===== src/rtl/cam_seq_pkg.sv =====
// Shared types and default dimensions for the camouflaged-core query sequencer.
// Holds the sequencer state encoding and the saturating mismatch-counter helper.
package cam_seq_pkg;

    typedef enum logic [1:0] {
        ST_IDLE  = 2'd0,
        ST_DRIVE = 2'd1,
        ST_HOLD  = 2'd2
    } seq_state_t;

    localparam int KEY_W_DEF  = 12;
    localparam int PI_W_DEF   = 36;
    localparam int PO_W_DEF   = 7;
    localparam int SETTLE_DEF = 2;
    localparam int SETTLE_W   = 4;
    localparam int MIS_CNT_W  = 16;

    function automatic logic [MIS_CNT_W-1:0] sat_inc(input logic [MIS_CNT_W-1:0] v);
        return (&v) ? v : v + MIS_CNT_W'(1);
    endfunction

endpackage


===== src/rtl/cam_key_shreg.sv =====
// Serial shadow key register with a guarded commit into the active key.
// Commits requested while a query is in flight are parked until the sequencer is idle.
module cam_key_shreg
    import cam_seq_pkg::*;
#(
    parameter int KEY_W = KEY_W_DEF
) (
    input  logic             clk,
    input  logic             rst_n,
    input  logic             key_sin,
    input  logic             key_shift,
    input  logic             key_commit,
    input  logic             idle,
    output logic [KEY_W-1:0] key_out,
    output logic             commit_pend
);

    logic [KEY_W-1:0] shadow;

    // key_out reads the pre-shift shadow when a shift and a commit share an edge
    always_ff @(posedge clk or negedge rst_n) begin
        if (!rst_n) begin
            shadow      <= '0;
            key_out     <= '0;
            commit_pend <= 1'b0;
        end else begin
            if (key_shift) begin
                shadow <= {shadow[KEY_W-2:0], key_sin};
            end
            if (idle && (key_commit || commit_pend)) begin
                key_out     <= shadow;
                commit_pend <= 1'b0;
            end else if (!idle && key_commit) begin
                commit_pend <= 1'b1;
            end
        end
    end

endmodule


===== src/rtl/cam_query_sequencer.sv =====
// Drives one query at a time into a camouflaged core, waits SETTLE cycles, captures
// the response, compares it against the oracle value and counts mismatches.
//
// state    | meaning
// ---------+---------------------------------------------------------------
// ST_IDLE  | no query in flight; accepts a query when no key commit is pending
// ST_DRIVE | core_pi held, settle counter running down to capture
// ST_HOLD  | response presented on po_*, waiting for po_ready
module cam_query_sequencer
    import cam_seq_pkg::*;
#(
    parameter int KEY_W  = KEY_W_DEF,
    parameter int PI_W   = PI_W_DEF,
    parameter int PO_W   = PO_W_DEF,
    parameter int SETTLE = SETTLE_DEF
) (
    input  logic                 clk,
    input  logic                 rst_n,
    input  logic                 key_sin,
    input  logic                 key_shift,
    input  logic                 key_commit,
    output logic [KEY_W-1:0]     key_out,
    input  logic                 pi_valid,
    output logic                 pi_ready,
    input  logic [PI_W-1:0]      pi_data,
    input  logic [PO_W-1:0]      pi_exp,
    output logic [PI_W-1:0]      core_pi,
    input  logic [PO_W-1:0]      core_po,
    output logic                 po_valid,
    input  logic                 po_ready,
    output logic [PO_W-1:0]      po_data,
    output logic                 po_mismatch,
    output logic [MIS_CNT_W-1:0] mis_cnt,
    input  logic                 cnt_clr
);

    seq_state_t          state;
    seq_state_t          state_nxt;
    logic [SETTLE_W-1:0] cnt;
    logic [PO_W-1:0]     exp_r;
    logic                commit_pend;
    logic                accept;
    logic                capture;
    logic                settle_dec;
    logic                resp_done;
    logic                resp_bad;

    cam_key_shreg #(
        .KEY_W (KEY_W)
    ) u_key (
        .clk         (clk),
        .rst_n       (rst_n),
        .key_sin     (key_sin),
        .key_shift   (key_shift),
        .key_commit  (key_commit),
        .idle        (state == ST_IDLE),
        .key_out     (key_out),
        .commit_pend (commit_pend)
    );

    // a pending key commit stalls new queries so the key lands between queries
    assign pi_ready = (state == ST_IDLE) && !commit_pend;
    assign resp_bad = (core_po != exp_r);

    always_ff @(posedge clk or negedge rst_n) begin
        if (!rst_n) begin
            state <= ST_IDLE;
        end else begin
            state <= state_nxt;
        end
    end

    always_comb begin
        state_nxt  = state;
        accept     = 1'b0;
        capture    = 1'b0;
        settle_dec = 1'b0;
        resp_done  = 1'b0;
        case (state)
            ST_IDLE: begin
                if (pi_valid && pi_ready) begin
                    accept    = 1'b1;
                    state_nxt = ST_DRIVE;
                end
            end
            ST_DRIVE: begin
                if (cnt == '0) begin
                    capture   = 1'b1;
                    state_nxt = ST_HOLD;
                end else begin
                    settle_dec = 1'b1;
                end
            end
            ST_HOLD: begin
                if (po_valid && po_ready) begin
                    resp_done = 1'b1;
                    state_nxt = ST_IDLE;
                end
            end
            default: state_nxt = ST_IDLE;
        endcase
    end

    always_ff @(posedge clk or negedge rst_n) begin
        if (!rst_n) begin
            core_pi     <= '0;
            exp_r       <= '0;
            cnt         <= '0;
            po_data     <= '0;
            po_valid    <= 1'b0;
            po_mismatch <= 1'b0;
        end else begin
            if (accept) begin
                core_pi <= pi_data;
                exp_r   <= pi_exp;
                cnt     <= SETTLE_W'(SETTLE - 1);
            end
            if (settle_dec) begin
                cnt <= cnt - SETTLE_W'(1);
            end
            if (capture) begin
                po_data     <= core_po;
                po_mismatch <= resp_bad;
                po_valid    <= 1'b1;
            end
            if (resp_done) begin
                po_valid <= 1'b0;
            end
        end
    end

    // clear takes priority over a same-edge mismatch
    always_ff @(posedge clk or negedge rst_n) begin
        if (!rst_n) begin
            mis_cnt <= '0;
        end else if (cnt_clr) begin
            mis_cnt <= '0;
        end else if (capture && resp_bad) begin
            mis_cnt <= sat_inc(mis_cnt);
        end
    end

endmodule


===== config.mk =====
export PLATFORM = sky130hd
export DESIGN_NAME = cam_query_sequencer
export DESIGN_NICKNAME = d
export VERILOG_FILES = /design/src/rtl/cam_seq_pkg.sv /design/src/rtl/cam_key_shreg.sv /design/src/rtl/cam_query_sequencer.sv
export SDC_FILE = /design/constraint.sdc
export NUM_CORES = 1
export LEC_CHECK = 0
export ABC_AREA = 1
export BUFFER_PORTS_ARGS = -buffer_cell sky130_fd_sc_hd__buf_4
export CAP_MARGIN = 20
export CORE_MARGIN = 2
export CORE_UTILIZATION = 30
export DETAILED_ROUTE_END_ITERATION = 10
export SETUP_SLACK_MARGIN = 0.05
export SYNTH_ARGS = -nofsm -noshare
export SYNTH_HDL_FRONTEND = slang
export SYNTH_SLANG_ARGS = --single-unit
export TNS_END_PERCENT = 50

===== constraint.sdc =====
create_clock -name clk -period 3.9 [get_ports clk]
set_clock_uncertainty 0.2 [all_clocks]
set_input_delay 0.195 -clock clk [delete_from_list [all_inputs] [get_ports clk]]
set_output_delay 0.195 -clock clk [all_outputs]
set_load 0.005 [all_outputs]

# Word level (Yosys, flattened, before mapping)
# Index checks and enable logic that the tools add are counted.
dict set report word_totals {
  ff_bits 99
  out_inout_bits 74
  word_cells 59
}
dict set report classes {
  add_sub_neg 2
  eq_ne 7
  muxes 21
  n_reduce_logical 18
}
# op count
set ops {}
lappend ops {{two-way mux 16 bit} 3}
lappend ops {{adder 16 x 1 -> 16 bit (second input constant)} 1}
lappend ops {{AND reduction 16 bit} 1}
lappend ops {{two-way mux 1 bit} 12}
lappend ops {{two-way mux 4 bit} 2}
lappend ops {{inequality test 2 bit (second input constant)} 4}
lappend ops {{nonzero test 2 bit} 4}
lappend ops {{inequality test 7 bit} 1}
lappend ops {{logical AND 1 bit} 6}
lappend ops {{two-way mux 2 bit} 3}
lappend ops {{one-hot mux 2 bit (3 select lines)} 1}
lappend ops {{logical NOT 4 bit} 1}
lappend ops {{subtractor 4 x 1 -> 4 bit (second input constant)} 1}
lappend ops {{AND reduction 3 bit} 1}
lappend ops {{== test 2 x 1 -> 1 bit (second input constant)} 1}
lappend ops {{== test 2 bit (second input constant)} 1}
lappend ops {{logical NOT 1 bit} 2}
lappend ops {{logical NOT 2 bit} 1}
lappend ops {{AND reduction 2 bit} 1}
lappend ops {{logical OR 1 bit} 1}

# Depth between registers and ports, before layout
dict set report depth {
  ltp_word 7
  ltp_mapped 11
}

# By module
# Synthesis repeated with hierarchy kept, for this count alone.
dict set report hier_totals {
  cells_unflattened 451
  area_unflattened_um2 4441.8
}
# module instances cells_each area_each_um2 seq_area_each_um2
set modules_own_cells {}
lappend modules_own_cells {cam_query_sequencer 1 349 3450.8 1851.8}
lappend modules_own_cells {cam_key_shreg 1 102 991.0 625.6}

# Worst setup path after synthesis
# OpenSTA, ideal clock, no wires.
dict set report synth_path {
  kind {register to register}
  start {register cnt[0]}
  end {register mis_cnt[11]}
  setup_ps 117
  t_arrival_ps 1464
  t_required_ps 3583
  setup_slack_ps 2120
  path_stages_with_launch 11
  path_buffers 1
  synth_period_minus_slack_ps 1780
  path_cell_list {dfrtp_1 > inv_1 > ha_1 > nand2_1 > o21ai_4 > nand2_2 > inv_2 > nand3_4 > buf_12 > nand3_1 > nand2_1}
}
dict set report synth_via {
  elab_chain_cells 6
}
# item line
set synth_lines {}
lappend synth_lines {{from (decl)} cam_query_sequencer.sv:39} ;# logic [SETTLE_W-1:0] cnt;
lappend synth_lines {{from (signal assigned)} cam_query_sequencer.sv:116} ;# cnt <= SETTLE_W'(SETTLE - 1);
lappend synth_lines {{from (signal assigned)} cam_query_sequencer.sv:119} ;# cnt <= cnt - SETTLE_W'(1);
lappend synth_lines {{logical NOT 4 bit} cam_query_sequencer.sv:87} ;# if (cnt == '0) begin
lappend synth_lines {{two-way mux 1 bit} cam_query_sequencer.sv:87}
lappend synth_lines {{two-way mux 1 bit} cam_query_sequencer.sv:79} ;# case (state)
lappend synth_lines {{logical AND 1 bit} cam_query_sequencer.sv:138} ;# end else if (capture && resp_bad) begin
lappend synth_lines {{nonzero test 2 bit (no line)} --}
lappend synth_lines {{AND reduction 2 bit (no line)} --}
lappend synth_lines {{to (signal assigned)} cam_query_sequencer.sv:139} ;# mis_cnt <= sat_inc(mis_cnt);
lappend synth_lines {{to (decl)} cam_query_sequencer.sv:33} ;# output logic [MIS_CNT_W-1:0] mis_cnt,
# Every way passes these cells.
# A chain may end at the register's enable or synchronous reset.

# Worst setup path after layout
dict set report layout_path {
  start {register cnt[0]}
  end {register mis_cnt[10]}
}
# The elaborated chain is that of the path after synthesis.

==> results.ini <==
[outcome]
outcome=completed

[floorplan]
core_area_um2=14400
initial_utilization_pct=30.4
fp-row-count=44
dieArea_um2=15600
die_x_um=125
fp.dieH_um=125
ios=132

[clock_tree]
cts_max_level=3
cts-root-buf=clkbuf_16
cts_tree=yes
clk_pin_slew_ns=0.07
ctsResizeCount=0
insertion_delay_ns=0.34
clk_path_buf_depth=2
numCtsBuffers=9
cts_hold_buf=56
post_cts_buffers=0
clock_sinks=99

[synth]
synth_edf_count=0
ys_top_cells_by_area=dfrtp_1, nand2_1, mux2_1, o21ai_0, inv_1
postSynthAreaPerCell_um2=9.92
ys_async_sr_fraction_pct=100
post-synth-top-count-cell=nand2_1
ys_seq_area_share_pct=56.6
synth.top_cell.area_share_pct=56.6
synth_cell_types=31
synth_fp_nets=501
synth_seq_cells=99
synth_largest_area_cell=dfrtp_1
synthTopCellsByCount=nand2_1, dfrtp_1, mux2_1, inv_1, o21ai_0
synthFlopType=dfrtp_1
ys_warn_count=0
syn_inst=441
synth.cell_area_um2=4370

[grt]
grt.overflow.total=0
grt_pass1_vias=3795
grt_first_pass_wirelength_mm=18.3
antenna_found_initial=0
grt_max_degree=69
grt.total_usage_pct=14.4

[detailed_routing]
drc=0
detail-route-antenna-nets=0
totalWireLength_mm=11.0
drt_iter0_drc=159
viasPerCell=4.51
first_pass_iters=4
drt-wirelength-per-cell_um=13.4
vias=3682

[hold_path]
hp-class=flip-flop to flip-flop

[worst_setup_path]
worstPathRequired_ns=3.97
crit_path_end_kind=flip-flop
critPathMaxFanout=19
start_kind=flip-flop
crit_type=flip-flop to flip-flop
cp.arrival_ns=2.27

[placed_design]
io_buffer_count=131
dp_hpwl_mm=7.33
gp_congestion=0.888
pre_cts_slack_ns=1.71
placedCellCount=745

[final_layout]
nNetsFinal=688
stdcell_count=817
antenna_cells=0
final_util_pct=44.6
synthToLayoutAreaGrowth_pct=46.4
drive_above_1_share_pct=26.2

[sta]
period_minus_slack_ns=2.19
post-route-period-util_pct=56.2
worst_pin_slew_ns=0.883
rsz0062_at_grt=no
fin_ws_ns=1.71
setup_tns_ns=0
hold_slack_ns=0.284
relSlewSlack_pct=41.1
setup_viol=0
slew_viol_final=0
max_freq_ghz=0.456
finalHoldViolCount=0

[power]
peakVddDrop_mv=0.290
power_leakage_nw=3.17
power.density_nw_per_um2=613

[flow_run]
cap_violations=0

sequential cells by signal, indices dropped and copies added (netlist names):
register / flops
po_valid: 1
mis_cnt: 16
exp_r: 7
u_key.commit_pend: 1
state: 2
po_data: 7
u_key.key_out: 12
po_mismatch: 1
core_pi: 36
u_key.shadow: 12
cnt: 4
area by class of cell:
cell class	instances	area [µm²]
clock inverters	3	46.3
flip-flops and latches	99	2480
multi-input cells	289	1670
clock buffers	13	250
well taps	184	230
inverters	39	146
repair buffers	190	1580
fillers	1332	7970
layer usage:
metal  up-vias  share of wire [%]  global-route usage, %  wire, µm
met5         -                  0                      0         0
met4         0                2.6                   6.68       290
met3        27                4.4                   3.26       482
met2        96                 50                   24.3      5460
met1      1751                 43                   17.6      4720
li1       1808                  -                      -         -
worst max-delay path: stages, from the launching register on:
cell and delay [ns]:
dfrtp_1 0.39, inv_1 0.08, ha_1 0.18, nand2_1 0.11, o21ai_4 0.20, nand2_2 0.24, inv_2 0.16, nand3_4 0.22
nand2_4 0.21, nand2_1 0.07, nand2_1 0.06
cells by family (layout without fill, tap and decap cells):
logic type / count (synthesis) / after routing / share of synthesized area [%]
xor gates and xnor gates: 12 / 12 / 2.40
AOI/OAI and AO/OA: 47 / 47 / 5.72
adders and majority gates: 2 / 2 / 0.572
DFF: 99 / 99 / 56.6
and+or+nand+nor: 191 / 191 / 20.0
muxes: 37 / 37 / 9.53
buffers and inverters: 53 / 245 / 5.15
through the flow:
step                power [mW]  area [µm²]
floorplan                 2.29        4370
global placement          2.94        5530
detailed placement        3.02        5550
CTS                       3.99        6400
global route              4.21        6400
finish                    3.93        6400
cells in the final DEF, fill, tap and decap left out, types with 2 or more instances in the layout:
master and n:
a21oi_1 7, buf_4 133, clkbuf_1 3, clkbuf_16 9
dfrtp_1 99, dlygate4sd3_1 56, ha_1 2, inv_1 36
inv_2 3, mux2_1 37, nand2_1 110, nand2_2 4
nand3_1 21, nand3_2 4, nand4_1 8, nor2_1 34
nor2_4 2, nor3_1 2, o21ai_0 35, o21ai_1 2
xnor2_1 3, xor2_1 9
path summary, 6_finish.rpt:
kind,startpoint,cells past startpoint,slack (ns),to
worst min register to register,po_data[0],2,0.28,po_data[0]
min in group asynchronous,rst_n,2,0.30,mis_cnt[0]
worst min-delay path,po_data[0],2,0.28,po_data[0]
worst max-delay path,cnt[0],10,1.71,mis_cnt[10]
worst max register to register,cnt[0],10,1.71,mis_cnt[10]
max in group asynchronous,rst_n,3,2.21,u_key.key_out[5]
power breakdown:
part           total, mW  internal, mW  leakage, nW  switching (mW)
registers           1.64          1.41         1.23           0.230
logic               1.39         0.737         1.79           0.651
clock network      0.904         0.519        0.140           0.386
total               3.93          2.66         3.17            1.27
(Power assumes the default switching activity.)
